===== config.mk =====
export PLATFORM = sky130hd
export DESIGN_NAME = hex_display_scanner
export DESIGN_NICKNAME = d
export VERILOG_FILES = /design/src/rtl/hex_display_scanner.sv
export SDC_FILE = /design/constraint.sdc
export NUM_CORES = 1
export LEC_CHECK = 0
export ABC_AREA = 1
export CAP_MARGIN = 10
export CORE_ASPECT_RATIO = 1.1
export CORE_MARGIN = 8
export CORE_UTILIZATION = 30
export DETAILED_ROUTE_END_ITERATION = 10
export MAX_ROUTING_LAYER = met4
export PLACE_DENSITY_LB_ADDON = 0.08
export SYNTH_ARGS = -nofsm -noshare
export SYNTH_HDL_FRONTEND = slang
export SYNTH_SLANG_ARGS = --single-unit

===== constraint.sdc =====
create_clock -name clk -period 4.94 [get_ports clk]
set_clock_uncertainty 0.05 [all_clocks]
set_input_delay 0.988 -clock clk [delete_from_list [all_inputs] [get_ports clk]]
set_output_delay 0.988 -clock clk [all_outputs]
set_load 0.005 [all_outputs]

===== src/rtl/hex_display_scanner.sv =====
// Time-multiplexed scan controller for an N-digit hex display: drives one shared
// 7-segment decoder, walks the digit enables with blanking, and double-buffers the value.
module hex_display_scanner #(
  parameter int NUM_DIGITS       = 4,
  parameter int REFRESH_DIV      = 1000,
  parameter int BLANK_CYCLES     = 2,
  parameter bit ANODE_ACTIVE_LOW = 1'b1,
  localparam int IW = (NUM_DIGITS > 1) ? $clog2(NUM_DIGITS) : 1
) (
  input  logic                    clk,
  input  logic                    rst_n,
  input  logic                    enable,
  input  logic                    load,
  input  logic [4*NUM_DIGITS-1:0] value,
  input  logic [NUM_DIGITS-1:0]   dp_mask,
  input  logic                    lz_suppress,
  output logic [3:0]              dec_in,
  output logic                    dec_dot,
  output logic [NUM_DIGITS-1:0]   digit_en,
  output logic [IW-1:0]           digit_idx,
  output logic                    frame_done,
  output logic                    upd_done
);

  localparam int CMAX = (REFRESH_DIV > BLANK_CYCLES) ? REFRESH_DIV : BLANK_CYCLES;
  localparam int CW   = $clog2(CMAX + 1);
  localparam logic [CW-1:0] RD_LAST  = CW'(REFRESH_DIV - 1);
  localparam logic [CW-1:0] BLK_LAST = CW'((BLANK_CYCLES > 0) ? BLANK_CYCLES - 1 : 0);
  localparam logic [IW-1:0] IDX_LAST = IW'(NUM_DIGITS - 1);

  typedef enum logic [1:0] {
    S_IDLE  = 2'd0,
    S_BLANK = 2'd1,
    S_SHOW  = 2'd2
  } state_t;

  localparam state_t FIRST_PHASE = (BLANK_CYCLES > 0) ? S_BLANK : S_SHOW;

  // Digit k (k>0) is a leading zero when every nibble from k upward is zero.
  function automatic logic digit_blanked(input logic [IW-1:0] k,
                                         input logic [4*NUM_DIGITS-1:0] v,
                                         input logic lz);
    logic upper_zero;
    upper_zero = 1'b1;
    for (int j = 0; j < NUM_DIGITS; j++) begin
      if ((j >= int'(k)) && (v[4*j +: 4] != 4'h0)) begin
        upper_zero = 1'b0;
      end else begin
        upper_zero = upper_zero;
      end
    end
    return lz && (k != {IW{1'b0}}) && upper_zero;
  endfunction

  state_t                  state_r, state_nxt;
  logic [CW-1:0]           cnt_r, cnt_nxt;
  logic [IW-1:0]           idx_r, idx_nxt;

  logic [4*NUM_DIGITS-1:0] act_val_r, act_val_nxt, pend_val_r, pend_val_nxt;
  logic [NUM_DIGITS-1:0]   act_dp_r, act_dp_nxt, pend_dp_r, pend_dp_nxt;
  logic                    act_lz_r, act_lz_nxt, pend_lz_r, pend_lz_nxt;
  logic                    pend_v_r, pend_v_nxt;

  logic [3:0]              dec_in_r, dec_in_nxt;
  logic                    dec_dot_r, dec_dot_nxt;
  logic [NUM_DIGITS-1:0]   digit_en_r, digit_en_nxt;
  logic [IW-1:0]           digit_idx_r, digit_idx_nxt;
  logic                    frame_done_r, frame_done_nxt;
  logic                    upd_done_r, upd_done_nxt;

  logic                    slot_end_s, boundary_s, apply_s, blank_s;
  logic [NUM_DIGITS-1:0]   onehot_s;

  assign slot_end_s = (state_r == S_SHOW) && (cnt_r == RD_LAST);
  assign boundary_s = enable && slot_end_s && (idx_r == IDX_LAST);
  // In IDLE there is no scan to tear, so a load goes straight to the active copy.
  assign apply_s    = ((state_r == S_IDLE) && load) || (boundary_s && (pend_v_r || load));

  // Scan sequencer state register
  always_ff @(posedge clk or negedge rst_n) begin
    if (!rst_n) begin
      state_r <= S_IDLE;
      cnt_r   <= {CW{1'b0}};
      idx_r   <= {IW{1'b0}};
    end else begin
      state_r <= state_nxt;
      cnt_r   <= cnt_nxt;
      idx_r   <= idx_nxt;
    end
  end

  // Scan sequencer next state: IDLE -> BLANK -> SHOW per digit slot
  always_comb begin
    state_nxt = state_r;
    cnt_nxt   = cnt_r;
    idx_nxt   = idx_r;
    if (!enable) begin
      state_nxt = S_IDLE;
      cnt_nxt   = {CW{1'b0}};
      idx_nxt   = {IW{1'b0}};
    end else begin
      case (state_r)
        S_IDLE: begin
          state_nxt = FIRST_PHASE;
          cnt_nxt   = {CW{1'b0}};
          idx_nxt   = {IW{1'b0}};
        end
        S_BLANK: begin
          if (cnt_r == BLK_LAST) begin
            state_nxt = S_SHOW;
            cnt_nxt   = {CW{1'b0}};
          end else begin
            cnt_nxt = cnt_r + CW'(1);
          end
        end
        S_SHOW: begin
          if (slot_end_s) begin
            state_nxt = FIRST_PHASE;
            cnt_nxt   = {CW{1'b0}};
            idx_nxt   = (idx_r == IDX_LAST) ? {IW{1'b0}} : idx_r + IW'(1);
          end else begin
            cnt_nxt = cnt_r + CW'(1);
          end
        end
        default: begin
          state_nxt = S_IDLE;
          cnt_nxt   = {CW{1'b0}};
          idx_nxt   = {IW{1'b0}};
        end
      endcase
    end
  end

  // Pending/active double buffer; a load at the boundary bypasses pending
  always_comb begin
    act_val_nxt  = act_val_r;
    act_dp_nxt   = act_dp_r;
    act_lz_nxt   = act_lz_r;
    pend_val_nxt = pend_val_r;
    pend_dp_nxt  = pend_dp_r;
    pend_lz_nxt  = pend_lz_r;
    pend_v_nxt   = pend_v_r;
    if (apply_s) begin
      if (load) begin
        act_val_nxt = value;
        act_dp_nxt  = dp_mask;
        act_lz_nxt  = lz_suppress;
      end else begin
        act_val_nxt = pend_val_r;
        act_dp_nxt  = pend_dp_r;
        act_lz_nxt  = pend_lz_r;
      end
      pend_v_nxt = 1'b0;
    end else if (load) begin
      pend_val_nxt = value;
      pend_dp_nxt  = dp_mask;
      pend_lz_nxt  = lz_suppress;
      pend_v_nxt   = 1'b1;
    end else begin
      pend_v_nxt = pend_v_r;
    end
  end

  // Output values for the cycle that follows this edge
  always_comb begin
    blank_s               = digit_blanked(idx_nxt, act_val_nxt, act_lz_nxt);
    onehot_s              = {NUM_DIGITS{1'b0}};
    onehot_s[idx_nxt]     = 1'b1;
    dec_in_nxt            = dec_in_r;
    dec_dot_nxt           = dec_dot_r;
    digit_idx_nxt         = digit_idx_r;
    if (state_nxt != S_IDLE) begin
      dec_in_nxt    = act_val_nxt[4*int'(idx_nxt) +: 4];
      dec_dot_nxt   = act_dp_nxt[idx_nxt] && !blank_s;
      digit_idx_nxt = idx_nxt;
    end else begin
      dec_in_nxt    = dec_in_r;
    end
    if ((state_nxt == S_SHOW) && !blank_s) begin
      digit_en_nxt = ANODE_ACTIVE_LOW ? ~onehot_s : onehot_s;
    end else begin
      digit_en_nxt = {NUM_DIGITS{ANODE_ACTIVE_LOW}};
    end
    frame_done_nxt = (state_nxt == S_SHOW) && (idx_nxt == IDX_LAST) && (cnt_nxt == RD_LAST);
    upd_done_nxt   = apply_s;
  end

  // Buffer and output registers
  always_ff @(posedge clk or negedge rst_n) begin
    if (!rst_n) begin
      act_val_r    <= {(4*NUM_DIGITS){1'b0}};
      act_dp_r     <= {NUM_DIGITS{1'b0}};
      act_lz_r     <= 1'b0;
      pend_val_r   <= {(4*NUM_DIGITS){1'b0}};
      pend_dp_r    <= {NUM_DIGITS{1'b0}};
      pend_lz_r    <= 1'b0;
      pend_v_r     <= 1'b0;
      dec_in_r     <= 4'h0;
      dec_dot_r    <= 1'b0;
      digit_en_r   <= {NUM_DIGITS{ANODE_ACTIVE_LOW}};
      digit_idx_r  <= {IW{1'b0}};
      frame_done_r <= 1'b0;
      upd_done_r   <= 1'b0;
    end else begin
      act_val_r    <= act_val_nxt;
      act_dp_r     <= act_dp_nxt;
      act_lz_r     <= act_lz_nxt;
      pend_val_r   <= pend_val_nxt;
      pend_dp_r    <= pend_dp_nxt;
      pend_lz_r    <= pend_lz_nxt;
      pend_v_r     <= pend_v_nxt;
      dec_in_r     <= dec_in_nxt;
      dec_dot_r    <= dec_dot_nxt;
      digit_en_r   <= digit_en_nxt;
      digit_idx_r  <= digit_idx_nxt;
      frame_done_r <= frame_done_nxt;
      upd_done_r   <= upd_done_nxt;
    end
  end

  assign dec_in     = dec_in_r;
  assign dec_dot    = dec_dot_r;
  assign digit_en   = digit_en_r;
  assign digit_idx  = digit_idx_r;
  assign frame_done = frame_done_r;
  assign upd_done   = upd_done_r;

endmodule

## Word level (Yosys, flattened, before mapping)

Index checks and enable logic that the tools add are counted.

- $add $sub $neg: 2
- $lt $le $gt $ge: 5
- Equal/unequal tests: 8
- Shift-type cells: 1
- Multiplexer cells: 29
- Bitwise logic cells: 1
- Reduce and logical (&&, ||, !) cells: 26

Operators by type and width:

| operator | count |
|---|---|
| $mux W16 | 2 |
| $mux W10 | 3 |
| $eq A10 B10 Y1 const B | 2 |
| $pmux W10 S2 | 1 |
| $reduce_bool A4 Y1 | 4 |
| $shiftx A16 B5 Y4 | 1 |
| $logic_and A1 B1 Y1 | 15 |
| $mux W2 | 6 |
| $mux W4 | 3 |
| $add A10 B1 Y10 const B | 1 |
| $eq A10 B1 Y1 const B | 1 |
| $mux W1 | 10 |
| $eq A2 B2 Y1 const B | 4 |
| $pmux W2 S3 | 1 |
| $reduce_bool A2 Y1 | 3 |
| $ge A1 B2 Y1 const A | 2 |
| $not A4 Y4 | 1 |
| $pmux W2 S2 | 1 |
| $lt A2 B3 Y1 const B | 1 |
| $add A2 B1 Y2 const B | 1 |
| $bmux W1 S2 | 1 |
| $demux W1 S2 | 1 |
| $eq A2 B1 Y1 const B | 1 |
| $ge A2 B1 Y1 const B | 1 |
| other kinds (4) | 5 |

- Flip-flop bits (word level): 70
- Output and inout port bits: 13

## Depth between registers and ports, before layout

- Depth after elaboration: 17
- Mapped depth: 16
- Gate-level depth less buffers: 16

## Least setup slack after synthesis

OpenSTA, ideal clock, no wires.

- Path type: input to register
- From: input port load
- To: register dec_dot_r (netlist: dec_dot)
- Library setup time: 117 ps
- Arrival time: 2,300 ps
- Setup slack: 2,473 ps
- Stages on the path: 13
- Path through: buf_4 -> nor2_1 -> nor2_1 -> nand4_4 -> nand2_4 -> buf_12 -> nand2_1 -> o21ai_2 -> nand3_2 -> nor2_2 -> nand3_2 -> nand2_1 -> nand2_1

- Longest elaborated chain between the ends: 13

Ends and longest elaborated chain:

| element | RTL line | source |
|---|---|---|
| start, declared | 13 | `input logic load,` |
| $logic_or A1 B1 Y1 | 77 | `assign apply_s = ((state_r == S_IDLE) && load) \|\| (boundary_s && (pend_v_r \|\| load));` |
| $logic_and A1 B1 Y1 | 77 |  |
| $logic_or A1 B1 Y1 | 77 |  |
| $mux W16 | 143 | `if (apply_s) begin` |
| $reduce_bool A4 Y1 | 46 | `if ((j >= int'(k)) && (v[4*j +: 4] != 4'h0)) begin` |
| $logic_and A1 B1 Y1 | 46 |  |
| $mux W1 (4 in series) | 46 |  |
| $logic_and A1 B1 Y1 | 52 | `return lz && (k != {IW{1'b0}}) && upper_zero;` |
| $logic_not A1 Y1 | 174 | `dec_dot_nxt = act_dp_nxt[idx_nxt] && !blank_s;` |
| $logic_and A1 B1 Y1 (*) | 174 |  |
| end signal, assigned | 213 | `dec_dot_r <= dec_dot_nxt;` |
| end, declared | 65 | `logic dec_dot_r, dec_dot_nxt;` |

Mark *: on every way between the ends. The rest lies on a longest branch, timed or not. The select of a mux whose other input is x is not followed.
A chain may end at the register's enable or synchronous reset.

## Final worst setup path

- From: input port load
- To: register dec_dot_r (netlist: dec_dot)

RTL lines:

| element | RTL line | source |
|---|---|---|
| $logic_or A1 B1 Y1 | 77 |  |
| $logic_and A1 B1 Y1 | 77 |  |
| $logic_or A1 B1 Y1 | 77 |  |
| $mux W16 (*) | 143 |  |
| named net act_val_nxt[9] | 59 | `logic [4*NUM_DIGITS-1:0] act_val_r, act_val_nxt, pend_val_r, pend_val_nxt;` |
| $reduce_bool A4 Y1 (*) | 46 |  |
| $logic_and A1 B1 Y1 (*) | 46 |  |
| $mux W1 (*) (2 in series) | 46 |  |
| $logic_and A1 B1 Y1 (*) | 52 |  |
| $logic_not A1 Y1 (*) | 174 |  |
| $logic_and A1 B1 Y1 (*) | 174 |  |

Mark *: on every way through the listed nets, which the timed path passes. The rest lies on a longest branch. The select of a mux whose other input is x is not followed.

==> results.txt <==
Critical-path cell list: clkdlybuf4s50_1, buf_4, nand2_2, nand2_4, inv_2, nand2_1, nand2_1, nor2_1, nand2_1, nand2_1, nand3_2, nand2_1, nand2_1
Vias in the first global route: 3043
Total track usage: 12.47%
Global-route wire length before repair: 14780 um
Worst Tran Pin Value: 1.052 ns
Crit path max fanout: 45
Fin worst setup slack: 1.599 ns
Run status: finished clean
Setup TNS: 0 ns
Ports: 38
Post-CTS Hold Fix Bufs: 0
Maximum VDD drop: 0.1714 mV
Buf/Inv on CP: 3
Diodes inserted: 0
Tot Pwr: 0.001718 W
Fillers: 1191
Worst Reg-to-Reg Cells: 15
CTS tree: built
H-tree lvl count: 3
NumNets Final: 497
Hold Vio Cnt, Final: 0
Lkg Pwr: 2.100 nW
Drt wl/cell: 13.87 um
Routability congestion estimate: 0.7870
Hold Crit Class: flop to flop
Vias: 2804
Tcrit/Tclk final: 67.64%
Setup violations, final: 0
Synthesis Warnings: 0
Die H: 129.6 um
Pre-CTS setup slack: 1.186 ns
CORE AREA: 11440 um2
CTS max path bufs: 2
Mean post-synth cell area: 8.226 um2
Slowest CP cell: clkdlybuf4s50_1
Worst Hold Depth: 2
Req. time, crit path: 5.12 ns
Mapped Area: 3521 um2
Setup crit end kind: flop
Clock Pin Slew Worst Setup and Hold Paths: 0.06 ns
Post-Route WL: 8600 um
Most used cell, CP: nand2_1
CTS Buf Count: 9
Max_cap viols: 0
Fin. max-slew vios: 0
Die Width: 119.3 um
Sequential area share after synthesis: 49.89%
Clk root buf: clkbuf_16
Setup bufs post-CTS: 0
Number of enable flip-flop cells after synthesis: 0
Number of distinct library cells after synthesis: 30
Crit path time final: 3.341 ns
Worst path top cell family by delay: simple AND/OR/NAND/NOR gates
Slowest stage delay, CP: 0.48 ns
Fmax: 0.2993 GHz
Pre-antenna DRT Iters: 5
Area delta synth->final: 24.31%
Syn Inst Count: 428
Worst EP arrival: 3.52 ns
Seq cells post-synth: 70
Rel. slew slack: 29.89%
Largest net degree at the start of global routing: 46
Multi-input logic area: 1501 um2
Primary FF master, synth: dfrtp_1
Initial DRC count: 129
Synth async-reset ratio: 100.0%
Die ar.: 15460 um2
Vias/cell: 4.523
Post-route ant nets: 0
Sequential Area: 1757 um2
P per Cell Area: 392.5 nW/um2
Post-cts repair resize count: 0
Initial antenna violation count: 0
Grt total ovfl: 0
DP Wirelength: 6278 um
Critical path class: input port to flop
IO buf count: 37
Post-synth net total: 460
Crit start category: input port
DRC viols: 0
Layout cells sized above 1: 10.64%
Sink Count: 70
Critical Path Stages: 13
RSZ-0062 raised after global routing: false
# rows: 41
Clock Latency Late Sink: 0.33 ns
Initial core utilization: 30.78%
cell usage in the layout, fill, tap and decap left out, drive strengths merged:
master,n
nand2,156
dfrtp,66
o21ai,52
inv,45
clkdlybuf4s50,36
nor2,33
nand3,22
clkbuf,11
mux2i,8
ha,7
nand4,7
nor3,4
bufinv,4
dfstp,4
nand3b,3
xor2,3
a21oi,3
buf,3
a21o,1
or2,1
clkinv,1
synthesized netlist by cell type, types with 3 or more instances:
cell / n / area, um2
o21ai_2: 5 / 43.79
nand3_1: 19 / 95.09
buf_2: 5 / 25.02
dfstp_2: 4 / 105.1
o21ai_0: 47 / 235.2
nor3_1: 4 / 20.02
ha_1: 7 / 87.58
inv_1: 44 / 165.2
nand2_1: 145 / 544.3
nor2_1: 29 / 108.9
nand4_1: 6 / 37.54
nand2_2: 10 / 62.56
dfrtp_1: 66 / 1652
mux2i_1: 8 / 80.08
nand3_2: 3 / 30.03
clkbuf_1: 3 / 11.26
xor2_1: 3 / 26.28
nand3b_1: 3 / 22.52
final timing paths:
check / startpoint / end / slack, ns
worst max-delay path: load / dec_dot$_DFFE_PN0P_ / 1.60
worst min register to register: act_val_r[3]$_DFF_PN0_ / act_val_r[3]$_DFF_PN0_ / 0.43
worst min-delay path: act_val_r[3]$_DFF_PN0_ / act_val_r[3]$_DFF_PN0_ / 0.43
min in group asynchronous: rst_n / cnt_r[2]$_DFF_PN0_ / 0.80
worst max register to register: state_r[0]$_DFF_PN0_ / dec_dot$_DFFE_PN0P_ / 2.08
max in group asynchronous: rst_n / digit_en[3]$_DFF_PN1_ / 3.05
flip-flops by register name, indices dropped and copies added, names as in the netlist:
| register | count |
|---|---|
| act_val_r | 16 |
| digit_en | 4 |
| pend_v_r | 1 |
| act_lz_r | 1 |
| idx_r | 2 |
| cnt_r | 10 |
| digit_idx | 2 |
| frame_done | 1 |
| pend_dp_r | 4 |
| act_dp_r | 4 |
| pend_val_r | 16 |
| pend_lz_r | 1 |
| state_r | 2 |
| upd_done | 1 |
| dec_in | 4 |
| dec_dot | 1 |
report_power, final:
| group | switching [W] | internal (W) | total [W] |
|---|---|---|---|
| Combinational | 0.000137 | 0.0000896 | 0.000227 |
| Sequential | 0.0000250 | 0.000642 | 0.000667 |
| Clock | 0.000252 | 0.000573 | 0.000824 |
through the flow:
stage               hold slack (ns)  utilization (%)  instance area, um2  instances
detailed placement           0.4088            34.92                3995        604
CTS                          0.4238            38.26                4377        620
finish                       0.4264            38.26                4377        620
global route                 0.4499            38.26                4377        620
global placement             0.4142            34.92                3995        604
floorplan                    0.3879                -                3521        428
logic make-up after synthesis:
kind of cell	share of synthesized area, %
fa+ha+maj	2.487
mux	2.274
buf+inv	7.462
compound gates	8.884
xor+xnor	0.7464
flops	49.89
simple gates	28.25
per-layer routing:
layer  vias to the layer above  share of wire (%)  global-route usage [%]
li1                       1429                  -                       -
met2                        39                 53                   21.96
met3                        13                3.0                   3.132
met1                      1323                 42                   13.23
met4                         0                1.9                   5.000
met5                         -                  0                       -
worst reg2reg max path, stage by stage, from the launching register on:
cell and delay (ns):
dfrtp_1 0.41, inv_1 0.12, ha_1 0.26, nand2_2 0.09
nor2_4 0.18, nand4_4 0.18, nand2_4 0.41, inv_2 0.34
nand2_1 0.14, nand2_1 0.09, nor2_1 0.11, nand2_1 0.07
nand2_1 0.07, nand3_2 0.12, nand2_1 0.09, nand2_1 0.05
layout make-up:
| class | instances | area share, % |
|---|---|---|
| clock buffer | 11 | 5.775 |
| clock inverter | 5 | 2.945 |
| inverter | 45 | 3.859 |
| multi-input combinational | 300 | 34.31 |
| timing repair buffer | 39 | 8.691 |
| sequential | 70 | 40.14 |
| tap | 150 | 4.288 |
No activity file was read; power rests on OpenSTA's default activity.
